--- config.mk ---
export PLATFORM = sky130hd
export DESIGN_NAME = hex_scan_driver
export DESIGN_NICKNAME = d
export VERILOG_FILES = /design/src/rtl/hex_scan_driver_pkg.sv /design/src/rtl/hex_scan_driver.sv
export SDC_FILE = /design/constraint.sdc
export NUM_CORES = 1
export LEC_CHECK = 0
export CAP_MARGIN = 10
export CORE_AREA = 8 8 95 97
export DETAILED_ROUTE_END_ITERATION = 7
export DIE_AREA = 0 0 103 105
export PLACE_DENSITY = 0.56
export SLEW_MARGIN = 20
export SYNTH_ARGS = -nofsm -noshare
export SYNTH_HDL_FRONTEND = slang
export SYNTH_SLANG_ARGS = --single-unit
--- constraint.sdc ---
create_clock -name clk -period 2.28 [get_ports clk]
set_clock_uncertainty 0.1 [all_clocks]
set_input_delay 0.456 -clock clk [delete_from_list [all_inputs] [get_ports clk]]
set_output_delay 0.456 -clock clk [all_outputs]
set_load 0.05 [all_outputs]
--- src/rtl/hex_scan_driver_pkg.sv ---
// Shared types and helpers for the multiplexed hex display scan driver.
// Holds the slot-phase enum and the digit-select polarity mapping.
package hex_scan_driver_pkg;

    // ST_GUARD: all digits dark while the previous digit's segments settle.
    typedef enum logic {
        ST_GUARD = 1'b0,
        ST_SHOW  = 1'b1
    } scan_state_e;

    // Electrical level for one digit-select line, given the logical "on".
    function automatic logic sel_level(input logic on, input logic active_low);
        return on ^ active_low;
    endfunction

endpackage

--- src/rtl/hex_scan_driver.sv ---
// Time-multiplexed scan driver feeding a hex-to-7-segment decoder.
// Frame-synchronous value update, per-slot dead time, optional leading-zero blanking.
module hex_scan_driver
    import hex_scan_driver_pkg::*;
#(
    parameter int NUM_DIGITS     = 4,
    parameter int SCAN_DIV       = 50000,
    parameter int GUARD          = 2,
    parameter bit SEL_ACTIVE_LOW = 1'b1
) (
    input  logic                    clk,
    input  logic                    rst,
    input  logic                    load,
    input  logic [4*NUM_DIGITS-1:0] value,
    input  logic                    blank_lz,
    output logic [3:0]              dig_val,
    output logic                    dig_en,
    output logic [NUM_DIGITS-1:0]   dig_sel,
    output logic                    frame_tick
);

    localparam int CW = (SCAN_DIV > 2) ? $clog2(SCAN_DIV) : 1;
    localparam int IW = (NUM_DIGITS > 2) ? $clog2(NUM_DIGITS) : 1;

    logic [4*NUM_DIGITS-1:0] shadow;
    logic [4*NUM_DIGITS-1:0] disp;
    logic                    pending;
    logic [CW-1:0]           cnt;
    logic [IW-1:0]           idx;
    scan_state_e             state;
    scan_state_e             state_next;

    logic                    cnt_last;
    logic                    idx_last;
    logic                    boundary;
    logic [3:0]              cur_nib;
    logic                    blank_cur;
    logic [NUM_DIGITS-1:0]   sel_d;
    logic                    en_d;

    assign cnt_last = (cnt == CW'(SCAN_DIV - 1));
    assign idx_last = (idx == IW'(NUM_DIGITS - 1));
    assign boundary = cnt_last & idx_last;
    assign cur_nib  = disp[4*idx +: 4];

    always_ff @(posedge clk) begin
        if (rst) begin
            state <= ST_GUARD;
        end else begin
            state <= state_next;
        end
    end

    always_comb begin
        state_next = state;
        blank_cur  = blank_lz && (idx != '0);
        sel_d      = '0;
        en_d       = 1'b0;

        case (state)
            ST_GUARD: if (cnt == CW'(GUARD - 1)) state_next = ST_SHOW;
            ST_SHOW:  if (cnt_last)              state_next = ST_GUARD;
            default:                             state_next = ST_GUARD;
        endcase

        // A digit is a leading zero only if it and every digit above it are zero.
        for (int i = 0; i < NUM_DIGITS; i++) begin
            if ((i >= int'(idx)) && (disp[4*i +: 4] != 4'h0)) blank_cur = 1'b0;
        end

        for (int i = 0; i < NUM_DIGITS; i++) begin
            sel_d[i] = sel_level((state == ST_SHOW) && (int'(idx) == i), SEL_ACTIVE_LOW);
        end
        en_d = (state == ST_SHOW) && !blank_cur;
    end

    always_ff @(posedge clk) begin
        if (rst) begin
            shadow     <= '0;
            disp       <= '0;
            pending    <= 1'b0;
            cnt        <= '0;
            idx        <= '0;
            dig_val    <= 4'h0;
            dig_en     <= 1'b0;
            dig_sel    <= {NUM_DIGITS{sel_level(1'b0, SEL_ACTIVE_LOW)}};
            frame_tick <= 1'b0;
        end else begin
            if (cnt_last) begin
                cnt <= '0;
                idx <= idx_last ? '0 : idx + 1'b1;
            end else begin
                cnt <= cnt + 1'b1;
            end

            // A load coinciding with the boundary stays pending for the next frame.
            if (boundary && pending) disp <= shadow;
            if (load) begin
                shadow  <= value;
                pending <= 1'b1;
            end else if (boundary) begin
                pending <= 1'b0;
            end

            dig_val    <= cur_nib;
            dig_en     <= en_d;
            dig_sel    <= sel_d;
            frame_tick <= boundary;
        end
    end

endmodule

# ---- Yosys cells after proc, flatten, opt, wreduce, memory -nomap -nowiden
# Cells that the tools add are included.
dict set report word_totals {
  memories 0
  elab_cells 57
  mem_bits_ro 0
  ram_bits 0
  regBits 62
  in_bits 20
  latch_bits 0
  output_inout_bits 10
}
dict set report classes {
  addsub 2
  n_bitwise 6
  shift 1
  n_reduce_logical 19
  n_eq_ne 6
  n_mux 10
  div 0
  n_mul 0
  n_lt_le_gt_ge 3
}
# cell count
set op_table {}
lappend op_table {{16-bit by 1-bit adder with 16-bit output, second input constant} 1}
lappend op_table {{16-bit by 1-bit == test with 1-bit output, second input constant} 1}
lappend op_table {{16-bit == test, second input constant} 1}
lappend op_table {{4-bit nonzero test} 4}
lappend op_table {{16-bit by 5-bit indexed part select with 4-bit output} 1}
lappend op_table {{1-bit logical AND} 10}
lappend op_table {{1-bit 2-to-1 mux} 8}
lappend op_table {{2-bit == test, second input constant} 3}
lappend op_table {{1-bit inverter} 5}
lappend op_table {{1-bit by 2-bit greater-or-equal comparator with 1-bit output, first input constant} 2}
lappend op_table {{2-bit nonzero test} 2}
lappend op_table {{2-bit by 1-bit adder with 2-bit output, second input constant} 1}
lappend op_table {{2-bit by 1-bit == test with 1-bit output, second input constant} 1}
lappend op_table {{2-bit greater-or-equal comparator, first input constant} 1}
lappend op_table {{2-bit zero test} 1}
lappend op_table {{2-bit 2-to-1 mux} 1}
lappend op_table {{1-bit case mux with 2 select lines} 1}
lappend op_table {{2-bit OR reduction} 1}
lappend op_table {{1-bit bitwise AND} 1}
lappend op_table {{1-bit zero test} 1}

# ---- Logic depth before layout (Yosys ltp)
# Gate-level depths: netlist of run 1.
dict set report depth {
  word_depth 8
  mapped_depth 7
}

# ---- Worst setup path before layout of run 1
# No wires, ideal clock.
dict set report synth_path {
  path_kind {flip-flop to flip-flop}
  from {reg cnt[10]}
  to {reg disp[10]}
  setup_time_ns 0.072
  t_arrival_ns 1.930
  path_slack_ns 0.179
  path_stages_with_launch 7
  required_time_ns 2.108
  synth_period_minus_slack_ns 2.101
  path_cell_list {dfxtp_1 -> or4_4 -> nor4_4 -> and3_1 -> buf_6 -> buf_12 -> mux2i_1}
}
dict set report synth_via {
  elab_chain_cells 3
}
# element line_no
set synth_rtl {}
lappend synth_rtl {{start: declaration} hex_scan_driver.sv:28} ;# logic [CW-1:0] cnt;
lappend synth_rtl {{start signal: assignment} hex_scan_driver.sv:93} ;# cnt <= cnt + 1'b1;
lappend synth_rtl {{16-bit == test} hex_scan_driver.sv:41} ;# assign cnt_last = (cnt == CW'(SCAN_DIV - 1));
lappend synth_rtl {{1-bit bitwise AND} hex_scan_driver.sv:43} ;# assign boundary = cnt_last & idx_last;
lappend synth_rtl {{1-bit logical AND} hex_scan_driver.sv:97} ;# if (boundary && pending) disp <= shadow;
lappend synth_rtl {{end signal: assignment} hex_scan_driver.sv:97}
lappend synth_rtl {{end: declaration} hex_scan_driver.sv:26} ;# logic [4*NUM_DIGITS-1:0] disp;
# No other way between the ends.
# A chain may end at the register's enable or synchronous reset.

# ---- Worst setup path in the final report of run 1
# Same ends and word-level chain as after synthesis.

==> results of run 1 <==
[worst max-delay path by stage]
stage / start / end / slack, ns / depth (start not counted)
3_3_place_gp: cnt[10]$_SDFF_PP0_ / disp[15]$_SDFFE_PP0P_ / 0.33 / 5
6_report: cnt[10]$_SDFF_PP0_ / disp[10]$_SDFFE_PP0P_ / 0.27 / 5
3_5_place_dp: cnt[10]$_SDFF_PP0_ / cnt[14]$_SDFF_PP0_ / 0.30 / 5
2_1_floorplan: cnt[10]$_SDFF_PP0_ / disp[10]$_SDFFE_PP0P_ / 0.18 / 6
5_1_grt: cnt[7]$_SDFF_PP0_ / disp[10]$_SDFFE_PP0P_ / 0.17 / 5
4_1_cts: dig_sel[2]$_SDFF_PP1_ / dig_sel[2] / 0.25 / 1
[cells by family after synthesis]
| group | synth area share |
|---|---|
| AND/OR/NAND/NOR | 0.2427 |
| flip-flops | 0.4629 |
| multiplexers | 0.1605 |
| buffers and inverters | 0.04386 |
| XOR/XNOR | 0.04246 |
| adder cells (fa/ha/maj) | 0.03266 |
| AO/OA/AOI/OAI | 0.01493 |
[sequential cells by signal, indices dropped and copies added (netlist names)]
| name | cells |
|---|---|
| cnt | 16 |
| idx | 2 |
| frame_tick | 1 |
| shadow | 16 |
| dig_val | 4 |
| dig_en | 1 |
| disp | 16 |
| dig_sel | 4 |
| state | 1 |
| pending | 1 |
[final cells by class]
| class | count | area share |
|---|---|---|
| Multi-Input combinational cell | 180 | 0.4039 |
| Sequential cell | 62 | 0.3791 |
| Timing Repair Buffer | 34 | 0.1024 |
| Clock buffer | 11 | 0.04624 |
| Tap cell | 102 | 0.03898 |
| Clock inverter | 4 | 0.02140 |
| Inverter | 7 | 0.008024 |
[power groups by stage]
| stage | Sequential (mW) | Clock (mW) | Combinational [mW] |
|---|---|---|---|
| global placement | 1.15 | 0 | 0.135 |
| floorplan | 1.15 | 0 | 0.0778 |
| CTS | 1.13 | 1.11 | 0.136 |
| global route | 1.13 | 1.15 | 0.148 |
| finish | 1.13 | 1.08 | 0.134 |
| detailed placement | 1.15 | 0 | 0.135 |
[worst reg2reg max path, cell delays in order (launching register included)]
cell	delay, ns
dfxtp_1	0.33
or4_4	0.56
nor4_4	0.30
and3_1	0.24
buf_12	0.18
mux2i_1	0.23
[per-layer routing]
| metal | GRT usage | up-vias |
|---|---|---|
| met1 | 0.1292 | 848 |
| met5 | 0 | - |
| li1 | - | 947 |
| met3 | 0.03517 | 7 |
| met4 | 0.05584 | 0 |
| met2 | 0.1541 | 43 |
[synthesized netlist by cell type, types with 2 or more instances]
library cell / count
and3_1: 3
buf_4: 2
buf_6: 2
clkbuf_1: 9
dfxtp_1: 62
ha_1: 7
inv_1: 7
mux2i_1: 34
mux4_2: 4
nand2_1: 7
nand2b_1: 12
nand3_1: 6
nand4_1: 5
nor2_1: 40
nor2b_1: 6
nor3_1: 2
nor4_1: 6
or2b_1: 20
or3_1: 2
xnor2_1: 10
xor2_1: 3
[through the flow]
step,power (mW),cells,setup slack [ns],hold WS (ns)
after floorplan,1.232,263,0.1788,0.3404
after global placement,1.286,385,0.3274,0.3619
after detailed placement,1.286,385,0.2951,0.3659
after CTS,2.373,400,0.2458,0.3790
after global routing,2.428,400,0.1690,0.3962
final,2.340,400,0.2673,0.3764
==> results_dict.tcl, run 1 <==
set metrics [dict create \
    synth-main-ff-cell "dfxtp_1" \
    critPathLaunchType "register" \
    root_buffer "clkbuf_8" \
    finish.utilization 0.4350 \
    setup_viol 0 \
    crit_type "register to register" \
    drtAntennaViolNets 0 \
    synthArstFlopShare 0 \
    stdcell_area_um2 3274 \
    antenna_found_initial 0 \
    grt-ovfl-total 0 \
    seq_area_frac_synth 0.4629 \
    diodes 0 \
    wl_um 5249 \
    fin_crit_ns 2.013 \
    regArea_um2 1241 \
    synth_top_cell_by_area "dfxtp_1" \
    syn_avg_cell_area_um2 10.20 \
    clk_pin_slew_ns 0.07 \
    placed_cell_area_um2 3053 \
    grt_max_degree 34 \
    io_buffers 29 \
    synthTopCellsByArea "dfxtp_1 46%, mux2i_1 13%, nor2_1 5.6%" \
    dieHeight_um 105 \
    fin_setup_tns_ns 0 \
    post-cts-setup-buffers 0 \
    post-route-drc-count 0 \
    h-tree-depth 3 \
    viasPerCell 4.613 \
    syn_inst 263 \
    synth_warnings 0 \
    min_path_cells 1 \
    hp-class "register to register" \
    synth-edff-count 0 \
    fillers 744 \
    leakage_nw 1.192 \
    dr.max_layer_used "met4" \
    max_slew_margin 0.6592 \
    cts_tree "built" \
    dieWidth_um 103 \
    cts.sinks 62 \
    finalCritPeriodShare 0.8827 \
    wl_met2_um 2231 \
    final_cell_mix "62 x dfxtp_1, 40 x nor2_1, 34 x mux2i_1" \
    hold_violations 0 \
    critPathMaxFanout 16 \
    synth_area_um2 2681 \
    num_rows 32 \
    dp_hpwl_um 3566 \
    swShare 0.2110 \
    multi_input_comb_area_um2 1323 \
    worst_path_dominant_cell_family "simple AND/OR/NAND/NOR gates" \
    layout_commonest_cell "dfxtp_1" \
    cts.repair.resized 0 \
    first_global_vias 1803 \
    clock_path_buffers 2 \
    worstSetupEndpointType "register" \
    clock_power_share 0.461 \
    synth_nets 290 \
    power.internal_mw 1.846 \
    tightest_slew_ns 0.5097 \
    switching_power_uw 493.8 \
    min_to "cnt[0]$_SDFF_PP0_" \
    wl_met1_um 2622 \
    crit_buf_inv 1 \
    pwr-share-seq 0.482 \
    synth-seq-cells 62 \
    drt_iter0_drc 55 \
    max_freq_mhz 496.9 \
    max_stage_delay_ns 0.56 \
    synth_cell_types 35 \
    num_io_pins 30 \
    cts_buffers 9 \
    rsz0062_at_grt "no" \
    drv_cap 0 \
    cp_data_required_time_ns 2.43 \
    r2r_setup_slack_ns 0.27 \
    worst_path_max_delay_cell "or4_4" \
    cts_hold_buf 0 \
    drive_gt1_frac 0.09732 \
    reg2regPathDepth 5 \
    initial_core_util 0.3562 \
    grt_usage 0.1041 \
    timing.rr.start "cnt[10]$_SDFF_PP0_" \
    route.met3.wl_um 331 \
    combPwrFrac 0.057 \
    power_density_nw_per_um2 714.6 \
    wl_per_cell_um 13.12 \
    dr.pass1.iters 4 \
    cp.arrival_ns 2.16 \
    area_growth_pct 22.12 \
    rr_endpoint "disp[10]$_SDFFE_PP0P_" \
    grt_pass1_wl_um 8811 \
    slew_viol_final 0 \
    die_area_um2 10820 \
    vias 1845 \
    cp_cell_sequence "or4_4 > nor4_4 > and3_1 > buf_12 > mux2i_1" \
    synth_top_area_share 0.4629 \
    fp.coreArea_um2 7527 \
    ir_drop_mv 0.3292 \
    clk_latency_ns 0.34 \
    layout.nets 321 \
    status "finished clean" \
    hold_path.startpoint "cnt[0]$_SDFF_PP0_" \
    place_congestion 0.7579 \
]
No activity file was read; power rests on OpenSTA's default activity.
==> run 2, diff against run 1 <==
Settings changed: CAP_MARGIN 10 to 15, SLEW_MARGIN 20 to 5.
==> results of run 2 <==
No change in the layout: final DEF, timing and power equal those of run 1.
